File: config.mk
export PLATFORM = sky130hd
export DESIGN_NAME = div_sched_flat
export DESIGN_NICKNAME = d
export VERILOG_FILES = /design/src/rtl/div_sched_pkg.sv /design/src/rtl/div_sched_if.sv /design/src/rtl/div_sched_core.sv /design/src/rtl/div_sched.sv /design/src/flat_wrapper.sv
export SDC_FILE = /design/constraint.sdc
export NUM_CORES = 1
export LEC_CHECK = 0
export CORE_MARGIN = 10
export CORE_UTILIZATION = 50
export DETAILED_ROUTE_END_ITERATION = 7
export GPL_TIMING_DRIVEN = 1
export PLACE_DENSITY = 0.89
export SLEW_MARGIN = 20
export SYNTH_ARGS = -nofsm -noshare
export SYNTH_HDL_FRONTEND = slang
export SYNTH_HIERARCHICAL = 1
export SYNTH_SLANG_ARGS = --single-unit
File: constraint.sdc
create_clock -name clk -period 4.7 [get_ports clk]
set_input_delay 0.47 -clock clk [delete_from_list [all_inputs] [get_ports clk]]
set_output_delay 0.47 -clock clk [all_outputs]
set_load 0.01 [all_outputs]
File: src/rtl/div_sched_pkg.sv
`default_nettype none
// +--------------------------------------------------------------------+
// | piano_div_pkg : shared size defaults and FSM state type, div_sched |
// | Revision 1.0                                                       |
// +--------------------------------------------------------------------+
package piano_div_pkg;

  localparam int DEF_WIDTH = 32;
  localparam int DEF_NREQ  = 4;

  typedef enum logic [1:0] {
    IDLE = 2'd0,
    RUN  = 2'd1,
    ZERO = 2'd2,
    DONE = 2'd3
  } state_t;

endpackage
`default_nettype wire

File: src/rtl/div_sched_if.sv
`default_nettype none
// +--------------------------------------------------------------------+
// | div_sched_if : request/operand/result bundle of the shared divider |
// | Revision 1.0                                                       |
// +--------------------------------------------------------------------+
interface div_sched_if
  import piano_div_pkg::*;
#(
  parameter int WIDTH = DEF_WIDTH,
  parameter int NREQ  = DEF_NREQ
);

  logic [NREQ-1:0]       req;
  logic [NREQ*WIDTH-1:0] dividend;
  logic [NREQ*WIDTH-1:0] divisor;
  logic [NREQ-1:0]       ack;
  logic [WIDTH-1:0]      quotient;
  logic [WIDTH-1:0]      remainder;
  logic                  div0;
  logic                  busy;

  modport master (
    output req, dividend, divisor,
    input  ack, quotient, remainder, div0, busy
  );

  modport slave (
    input  req, dividend, divisor,
    output ack, quotient, remainder, div0, busy
  );

endinterface
`default_nettype wire

File: src/rtl/div_sched_core.sv
`default_nettype none
// +--------------------------------------------------------------------+
// | div_core : restoring shift-subtract datapath with result registers |
// | Revision 1.0                                                       |
// +--------------------------------------------------------------------+
module div_core
  import piano_div_pkg::*;
#(
  parameter int WIDTH = DEF_WIDTH
) (
  input  logic             clk,
  input  logic             rst_n,
  input  logic             load_i,
  input  logic             step_i,
  input  logic             fin_run_i,
  input  logic             fin_zero_i,
  input  logic [WIDTH-1:0] dividend_i,
  input  logic [WIDTH-1:0] divisor_i,
  output logic [WIDTH-1:0] quotient_o,
  output logic [WIDTH-1:0] remainder_o,
  output logic             div0_o
);

  logic [WIDTH-1:0] acc_q;
  logic [WIDTH-1:0] rem_q;
  logic [WIDTH-1:0] dsr_q;
  logic [WIDTH-1:0] quo_res_q;
  logic [WIDTH-1:0] rem_res_q;
  logic             div0_q;

  logic [WIDTH:0]   trial;
  logic             fits;
  logic [WIDTH-1:0] acc_d;
  logic [WIDTH-1:0] rem_d;

  // rem_q < divisor always holds, so the top bit of the W+1 bit difference is the borrow.
  assign trial = {rem_q, acc_q[WIDTH-1]} - {1'b0, dsr_q};
  assign fits  = ~trial[WIDTH];
  assign rem_d = fits ? trial[WIDTH-1:0] : {rem_q[WIDTH-2:0], acc_q[WIDTH-1]};
  assign acc_d = {acc_q[WIDTH-2:0], fits};

  always_ff @(posedge clk or negedge rst_n) begin
    if (!rst_n) begin
      acc_q     <= '0;
      rem_q     <= '0;
      dsr_q     <= '0;
      quo_res_q <= '0;
      rem_res_q <= '0;
      div0_q    <= 1'b0;
    end else begin
      if (load_i) begin
        acc_q <= dividend_i;
        rem_q <= '0;
        dsr_q <= divisor_i;
      end else if (step_i) begin
        acc_q <= acc_d;
        rem_q <= rem_d;
      end

      if (fin_run_i) begin
        quo_res_q <= acc_d;
        rem_res_q <= rem_d;
        div0_q    <= 1'b0;
      end else if (fin_zero_i) begin
        // No steps ran, so acc_q still holds the untouched dividend.
        quo_res_q <= '1;
        rem_res_q <= acc_q;
        div0_q    <= 1'b1;
      end
    end
  end

  assign quotient_o  = quo_res_q;
  assign remainder_o = rem_res_q;
  assign div0_o      = div0_q;

endmodule
`default_nettype wire

File: src/rtl/div_sched.sv
`default_nettype none
// +--------------------------------------------------------------------+
// | div_sched : round-robin scheduler sharing one divider among NREQ   |
// | Revision 1.0                                                       |
// +--------------------------------------------------------------------+
module div_sched
  import piano_div_pkg::*;
#(
  parameter int WIDTH = DEF_WIDTH,
  parameter int NREQ  = DEF_NREQ
) (
  input  logic       clk,
  input  logic       rst_n,
  div_sched_if.slave bus
);

  localparam int IDXW = $clog2(NREQ);
  localparam int CW   = $clog2(WIDTH + 1);

  state_t            state_q;
  logic [IDXW-1:0]   grant_q;
  logic [IDXW-1:0]   rr_ptr_q;
  logic [IDXW-1:0]   rr_ptr_d;
  logic [CW-1:0]     step_q;
  logic [NREQ-1:0]   ack_q;
  logic              busy_q;

  logic [NREQ-1:0]   hi_mask;
  logic [NREQ-1:0]   req_hi;
  logic [NREQ-1:0]   pick;
  logic [IDXW-1:0]   grant_idx;
  logic              any_req;
  logic              last_step;
  logic [WIDTH-1:0]  cap_dividend;
  logic [WIDTH-1:0]  cap_divisor;
  logic              core_load;
  logic              core_step;
  logic              core_fin_run;
  logic              core_fin_zero;
  logic [WIDTH-1:0]  quotient;
  logic [WIDTH-1:0]  remainder;
  logic              div0;

  // Prefer requesters at or above rr_ptr; fall back to the lowest one when none is.
  always_comb begin
    hi_mask = '0;
    for (int k = 0; k < NREQ; k++) begin
      hi_mask[k] = (k >= int'(rr_ptr_q));
    end
    req_hi    = bus.req & hi_mask;
    pick      = (req_hi != '0) ? req_hi : bus.req;
    grant_idx = '0;
    for (int k = NREQ - 1; k >= 0; k--) begin
      if (pick[k]) grant_idx = k[IDXW-1:0];
    end
  end

  assign any_req      = |bus.req;
  assign rr_ptr_d     = (int'(grant_idx) == NREQ - 1) ? '0 : grant_idx + IDXW'(1);
  assign cap_dividend = bus.dividend[int'(grant_idx)*WIDTH +: WIDTH];
  assign cap_divisor  = bus.divisor[int'(grant_idx)*WIDTH +: WIDTH];
  assign last_step    = (step_q == CW'(WIDTH - 1));

  always_ff @(posedge clk or negedge rst_n) begin
    if (!rst_n) begin
      state_q  <= IDLE;
      grant_q  <= '0;
      rr_ptr_q <= '0;
      step_q   <= '0;
      ack_q    <= '0;
      busy_q   <= 1'b0;
    end else begin
      ack_q  <= '0;
      busy_q <= (state_q != IDLE);
      case (state_q)
        IDLE: begin
          if (any_req) begin
            grant_q  <= grant_idx;
            rr_ptr_q <= rr_ptr_d;
            step_q   <= '0;
            state_q  <= (cap_divisor == '0) ? ZERO : RUN;
          end
        end
        RUN: begin
          step_q <= step_q + CW'(1);
          if (last_step) state_q <= DONE;
        end
        ZERO: state_q <= DONE;
        DONE: begin
          ack_q   <= NREQ'(1) << grant_q;
          state_q <= IDLE;
        end
        default: state_q <= IDLE;
      endcase
    end
  end

  assign core_load     = (state_q == IDLE) && any_req;
  assign core_step     = (state_q == RUN);
  assign core_fin_run  = (state_q == RUN) && last_step;
  assign core_fin_zero = (state_q == ZERO);

  div_core #(
    .WIDTH(WIDTH)
  ) u_core (
    .clk        (clk),
    .rst_n      (rst_n),
    .load_i     (core_load),
    .step_i     (core_step),
    .fin_run_i  (core_fin_run),
    .fin_zero_i (core_fin_zero),
    .dividend_i (cap_dividend),
    .divisor_i  (cap_divisor),
    .quotient_o (quotient),
    .remainder_o(remainder),
    .div0_o     (div0)
  );

  assign bus.ack       = ack_q;
  assign bus.busy      = busy_q;
  assign bus.quotient  = quotient;
  assign bus.remainder = remainder;
  assign bus.div0      = div0;

endmodule
`default_nettype wire
File: src/flat_wrapper.sv
// flat-port wrapper written by rule: the top's interface ports become plain ports
module div_sched_flat import piano_div_pkg::*;
#(
  parameter int WIDTH = DEF_WIDTH,
  parameter int NREQ  = DEF_NREQ
)
  (clk, rst_n, bus_req, bus_dividend, bus_divisor, bus_ack, bus_quotient, bus_remainder, bus_div0, bus_busy);
  div_sched_if #(.WIDTH(WIDTH), .NREQ(NREQ)) bus_i ();
  input  logic clk;
  input  logic rst_n;
  input wire logic [$bits(bus_i.req)-1:0] bus_req;
  input wire logic [$bits(bus_i.dividend)-1:0] bus_dividend;
  input wire logic [$bits(bus_i.divisor)-1:0] bus_divisor;
  output wire logic [$bits(bus_i.ack)-1:0] bus_ack;
  output wire logic [$bits(bus_i.quotient)-1:0] bus_quotient;
  output wire logic [$bits(bus_i.remainder)-1:0] bus_remainder;
  output wire logic [$bits(bus_i.div0)-1:0] bus_div0;
  output wire logic [$bits(bus_i.busy)-1:0] bus_busy;
  assign bus_i.req = bus_req;
  assign bus_i.dividend = bus_dividend;
  assign bus_i.divisor = bus_divisor;
  assign bus_ack = bus_i.ack;
  assign bus_quotient = bus_i.quotient;
  assign bus_remainder = bus_i.remainder;
  assign bus_div0 = bus_i.div0;
  assign bus_busy = bus_i.busy;
  div_sched #(.WIDTH(WIDTH), .NREQ(NREQ)) u_core (.clk(clk), .rst_n(rst_n), .bus(bus_i));
endmodule
== After elaboration in Yosys (flattened, before gate mapping) ==
Cells that the tools add are included.
W data, S select, Z words.

* Output and inout bits: 70
* Bits of input ports: 262
* Logic and storage cells: 67
* Bits in registers: 178

* Shifts and indexed selects: 3
* Bitwise logic cells: 2
* Add/subtract/negate cells: 3
* Eq/ne operators: 7
* Multiplexer cells: 24
* Order comparisons: 3
* Reductions and logical operators: 13

{| class="wikitable"
|+ Operator list
! operator !! count
|-
| $mux W32 || 9
|-
| $shiftx A128 B8 Y32 || 2
|-
| $sub A33 B32 Y33 || 1
|-
| $logic_not A32 Y1 || 1
|-
| $mux W2 || 8
|-
| $pmux W6 S2 || 1
|-
| $mux W4 || 2
|-
| $pmux W2 S4 || 1
|-
| $reduce_bool A2 Y1 || 4
|-
| $add A6 B1 Y6 const B || 1
|-
| $eq A6 B5 Y1 const B || 1
|-
| $mux W6 || 1
|-
| $reduce_and A2 Y1 || 3
|-
| $and A4 B4 Y4 || 1
|-
| $eq A2 B1 Y1 const B || 2
|-
| $eq A2 B2 Y1 const B || 2
|-
| $ge A1 B2 Y1 const A || 2
|-
| $ne A2 B1 Y1 const B || 2
|-
| $reduce_bool A4 Y1 || 1
|-
| $reduce_or A4 Y1 || 1
|-
| $shl A1 B2 Y4 const A || 1
|-
| $add A2 B1 Y2 const B || 1
|-
| $ge A2 B2 Y1 const A || 1
|-
| $logic_and A1 B1 Y1 || 2
|-
| 3 further kinds || 4
|}

== Depth between registers and ports, before layout ==
* Depth after elaboration: 13
* Mapped depth: 13

== By module ==
Netlist, hierarchy kept.

{| class="wikitable"
|+ Modules (own cells, without submodules)
! module !! area each (um2) !! times used !! cells an instance !! sequential area each (um2)
|-
| div_core || 9014.9 || 1 || 1003 || 4028.9
|-
| div_sched || 2979.1 || 1 || 389 || 425.4
|}

== Worst setup path after synthesis ==
No wires, ideal clock.

* Path kind: register to register
* Start point: register u_core.u_core.acc_q[31]
* End point: register u_core.u_core.rem_res_q[0], in the netlist u_core/u_core/remainder_o[0]
* Clock period less this slack: 3.073 ns
* Cell stages (with the launch flop): 14
* Path buffers: 1
* Arrival: 2.953 ns
* Data required time: 4.580 ns
* Setup slack: 1.627 ns
* Path through: dfrtp_1 inv_1 ha_1 inv_1 fa_1 a211oi_2 o211ai_1 nor4b_1 or2_1 a211oi_4 xnor2_4 buf_2 nand2_1 a31o_2

* Cells in the longest elaborated chain, start to end: 3

{| class="wikitable"
|+ RTL lines
! item !! RTL line !! text
|-
| start: declaration || div_sched_core.sv:24 || <nowiki>logic [WIDTH-1:0] acc_q;</nowiki>
|-
| start signal: assignment || div_sched_core.sv:52 || <nowiki>acc_q <= dividend_i;</nowiki>
|-
| $sub A33 B32 Y33 || div_sched_core.sv:37 || <nowiki>assign trial = {rem_q, acc_q[WIDTH-1]} - {1'b0, dsr_q};</nowiki>
|-
| $mux W32 * || div_sched_core.sv:39 || <nowiki>assign rem_d = fits ? trial[WIDTH-1:0] : {rem_q[WIDTH-2:0], acc_q[WIDTH-1]};</nowiki>
|-
| $mux W32 * || div_sched_core.sv:60 || <nowiki>if (fin_run_i) begin</nowiki>
|-
| end signal: assignment || div_sched_core.sv:62 || <nowiki>rem_res_q <= rem_d;</nowiki>
|-
| end signal: assignment || div_sched_core.sv:67 || <nowiki>rem_res_q <= acc_q;</nowiki>
|-
| end: declaration || div_sched_core.sv:28 || <nowiki>logic [WIDTH-1:0] rem_res_q;</nowiki>
|}

Mark *: on every way between the ends. The rest lies on a longest branch, timed or not.
A chain may end at the register's enable or synchronous reset.

== Final worst setup path ==
* Start point: register u_core.u_core.acc_q[31]
* End point: register u_core.u_core.rem_q[7]

* Cells in the longest elaborated chain, start to end: 4

{| class="wikitable"
|+ RTL lines
! item !! RTL line !! text
|-
| $sub A33 B32 Y33 || div_sched_core.sv:37 ||
|-
| $mux W32 || div_sched_core.sv:39 ||
|-
| $mux W32 || div_sched_core.sv:55 || <nowiki>end else if (step_i) begin</nowiki>
|-
| $mux W32 || div_sched_core.sv:51 || <nowiki>if (load_i) begin</nowiki>
|-
| end signal: assignment || div_sched_core.sv:57 || <nowiki>rem_q <= rem_d;</nowiki>
|-
| end: declaration || div_sched_core.sv:25 || <nowiki>logic [WIDTH-1:0] rem_q;</nowiki>
|}

No other way between the ends. The select of a mux whose other input is x is not followed.

==> flow_summary_export.csv <==
group,metric,value,unit
timing,slew_headroom,0.304,
yosys,ys.warnings.count,6,
drt,viasPerCell,5.75,
global_routing,grt_pass1_wl,63000,um
timing,fin_crit,3830,ps
drt,post-route-drc-count,0,
worst_setup_path,worstSetupPathType,"flop to flop",
cells_and_area,drive_above_1_share,0.0408,
worst_hold_path,min_path_type,"flop to flop",
cells_and_area,insertedDiodeCount,0,
yosys,synth_area_per_cell,8.62,um2
drt,dr.pass1.iters,5,
yosys,netlist_area,0.0120,mm2
yosys,ys_seq_area_frac,0.371,
timing,timing.fmax,261,MHz
floorplanning,core,0.0235,mm2
worst_setup_path,required,4980,ps
global_routing,grt_max_degree,131,
floorplanning,die_y,175,um
worst_setup_path,end_kind,"flop",
yosys,synth.area.top_cells,"dfrtp_1, mux2i_1, nand2_1",
floorplanning,die_x,175,um
yosys,synth_ff_type,"dfrtp_1",
floorplanning,initial_core_util,0.509,
timing,fin_setup_tns,0,ps
worst_setup_path,startpoint_type,"flop",
cts,clk_latency,430,ps
worst_setup_path,cp_max_fo,20,
cts,clockBufferDepth,2,
floorplanning,dieArea,0.0306,mm2
yosys,synth_top_area_frac,0.371,
yosys,syn_nets,1692,
yosys,synth_edf_count,0,
cells_and_area,fin_nets,1955,
timing,setup_violations,0,
cts,h-tree-depth,4,
placed_design,place_congestion,0.914,
timing,finClkSkew,9.63,ps
placed_design,pre_cts_ws,731,ps
yosys,synth_common_cells,"nand2_1, dfrtp_1, mux2i_1",
drt,drt.antenna.violating_nets,0,
global_routing,overflow,0,
cells_and_area,syn_to_final_growth,33.5,%
cts,cts_root_buf,"clkbuf_16",
cts,cts_tree,"yes",
timing,rsz0062_at_grt,"no",
global_routing,first_global_vias,11400,
timing,fin_crit_sh,0.814,
floorplanning,rows,56,
timing,hold_ws,502,ps
yosys,synth_top_cell_by_area,"dfrtp_1",
yosys,synth_cells,1392,
power_and_ir_drop,powerDensity,730,mW/mm2
drt,wire_per_inst,20.5,um
cts,cts.clk_slew.worst_paths,70,ps
placed_design,place_hpwl,31200,um
cts,cts-resized-gates,0,
drt,wl,40800,um
timing,drv_slew,0,
yosys,synth_seq_cells,178,
global_routing,antenna_found_initial,0,
timing,worst_slew_pin_slew,1040,ps
outcome,status,"completed",
flow_run,cap_violations,0,
timing,setup_ws,874,ps
drt,vias,11400,
placed_design,io_buffers,331,
power_and_ir_drop,power,11.7,mW
cts,cts.sinks,178,
drt,drt_iter0_markers,1022,
global_routing,grtUsageTotal,0.256,
power_and_ir_drop,leakage,6.85,nW
power_and_ir_drop,max-vdd-ir-drop,0.000753,V
yosys,synth_cell_types,67,
yosys,yosysMostFrequentCell,"nand2_1",
floorplanning,top_level_ports,332,
timing,finalHoldViolCount,0,
worst_setup_path,arrival,4100,ps
yosys,async_flop_share,1.00,
cts,cts_buffers,17,
## layout make-up
cell class,instances,area (um2)
fillers,1895,7530
well taps,319,399
clock buffers,19,453
multi-input cells,1065,6940
clock inverters,13,113
inverters,47,179
repair buffers,346,3470
flip-flops and latches,178,4450
## cells in the final DEF, fill, tap and decap left out, types with 5 or more instances in the layout
master and count:
and3_1 9, o211ai_1 9, ha_1 35, inv_1 45, clkdlybuf4s50_1 330, inv_6 6, or3_1 5, xor2_1 14
mux2i_1 155, xnor2_1 15, o21ai_0 123, nand4_1 11, nand2b_1 7, buf_4 11, a211oi_1 94, nor2b_1 32
nor4_1 9, and2_1 38, nand2_1 208, nor3_1 12, nand3_1 17, clkbuf_16 17, dfrtp_1 178, a21oi_1 55
a31oi_1 42, a311oi_1 7, a21o_1 11, nor2_1 95
## critical path: stages (launching register included)
cell and delay, ps:
dfrtp_1 420, inv_1 90, ha_1 160, inv_1 50, fa_1 430, a211oi_2 270
o211ai_1 120, nor4b_1 190, or2_1 270, a211oi_4 450, xnor2_4 350, buf_4 410
mux2i_1 310, a211oi_1 130
## cell families after synthesis
kind of cell / after synthesis / share of synthesized area
AND/OR/NAND/NOR: 460 / 0.177
flip-flops: 178 / 0.371
buffers and inverters: 149 / 0.0535
adder cells (fa/ha/maj): 38 / 0.0403
AO/OA/AOI/OAI: 379 / 0.202
multiplexers: 157 / 0.131
XOR/XNOR: 31 / 0.0248
## layer usage
| metal | vias to the layer above | wire [um] | global-route usage | part of all wire |
|---|---|---|---|---|
| met4 | 0 | 892 | 0.0816 | 0.022 |
| met5 | - | 0 | 0 | 0 |
| met1 | 5496 | 16200 | 0.312 | 0.40 |
| li1 | 5506 | - | - | - |
| met3 | 60 | 2110 | 0.0399 | 0.052 |
| met2 | 368 | 21600 | 0.453 | 0.53 |
## stage by stage
stage	instances	area (um2)	utilization
2_1_floorplan	1392	12000	-
3_3_place_gp	1953	15400	0.654
3_5_place_dp	1953	15400	0.654
4_1_cts	1985	16000	0.678
5_1_grt	1987	16000	0.680
6_report	1987	16000	0.680
## where the power goes
| part | internal, mW | switching [mW] |
|---|---|---|
| clock | 0.723 | 0.651 |
| sequential | 2.17 | 0.562 |
| combinational | 3.11 | 4.47 |
| total | 6.01 | 5.68 |
## final timing paths
check                                              from                      endpoint  slack (ps)  depth (start not counted)
worst max-delay path            u_core/u_core/acc_q[31]        u_core/u_core/rem_q[7]         870                         13
worst min-delay path                  u_core/grant_q[0]             u_core/bus.ack[0]         500                          1
worst max register to register  u_core/u_core/acc_q[31]        u_core/u_core/rem_q[7]         870                         13
worst min register to register        u_core/grant_q[0]             u_core/bus.ack[0]         500                          1
max in group asynchronous                         rst_n            u_core/rr_ptr_q[1]        2950                          4
min in group asynchronous                         rst_n  u_core/u_core/quotient_o[24]         520                          2
## what timing repair did
item	4_1_cts	5_1_grt
setup buffers	0	0
hold endpoints to repair	0	43
hold buffers	0	1
## registers in the layout, indices dropped and copies added, names as in the netlist
name                       cells
u_core/u_core/acc_q           32
u_core/u_core/dsr_q           32
u_core/u_core/quotient_o      32
u_core/u_core/rem_q           32
u_core/u_core/remainder_o     32
u_core/step_q                  6
u_core/bus.ack                 4
u_core/grant_q                 2
u_core/rr_ptr_q                2
u_core/state_q                 2
u_core/bus.busy                1
u_core/u_core/div0_o           1
(Power assumes the default switching activity.)
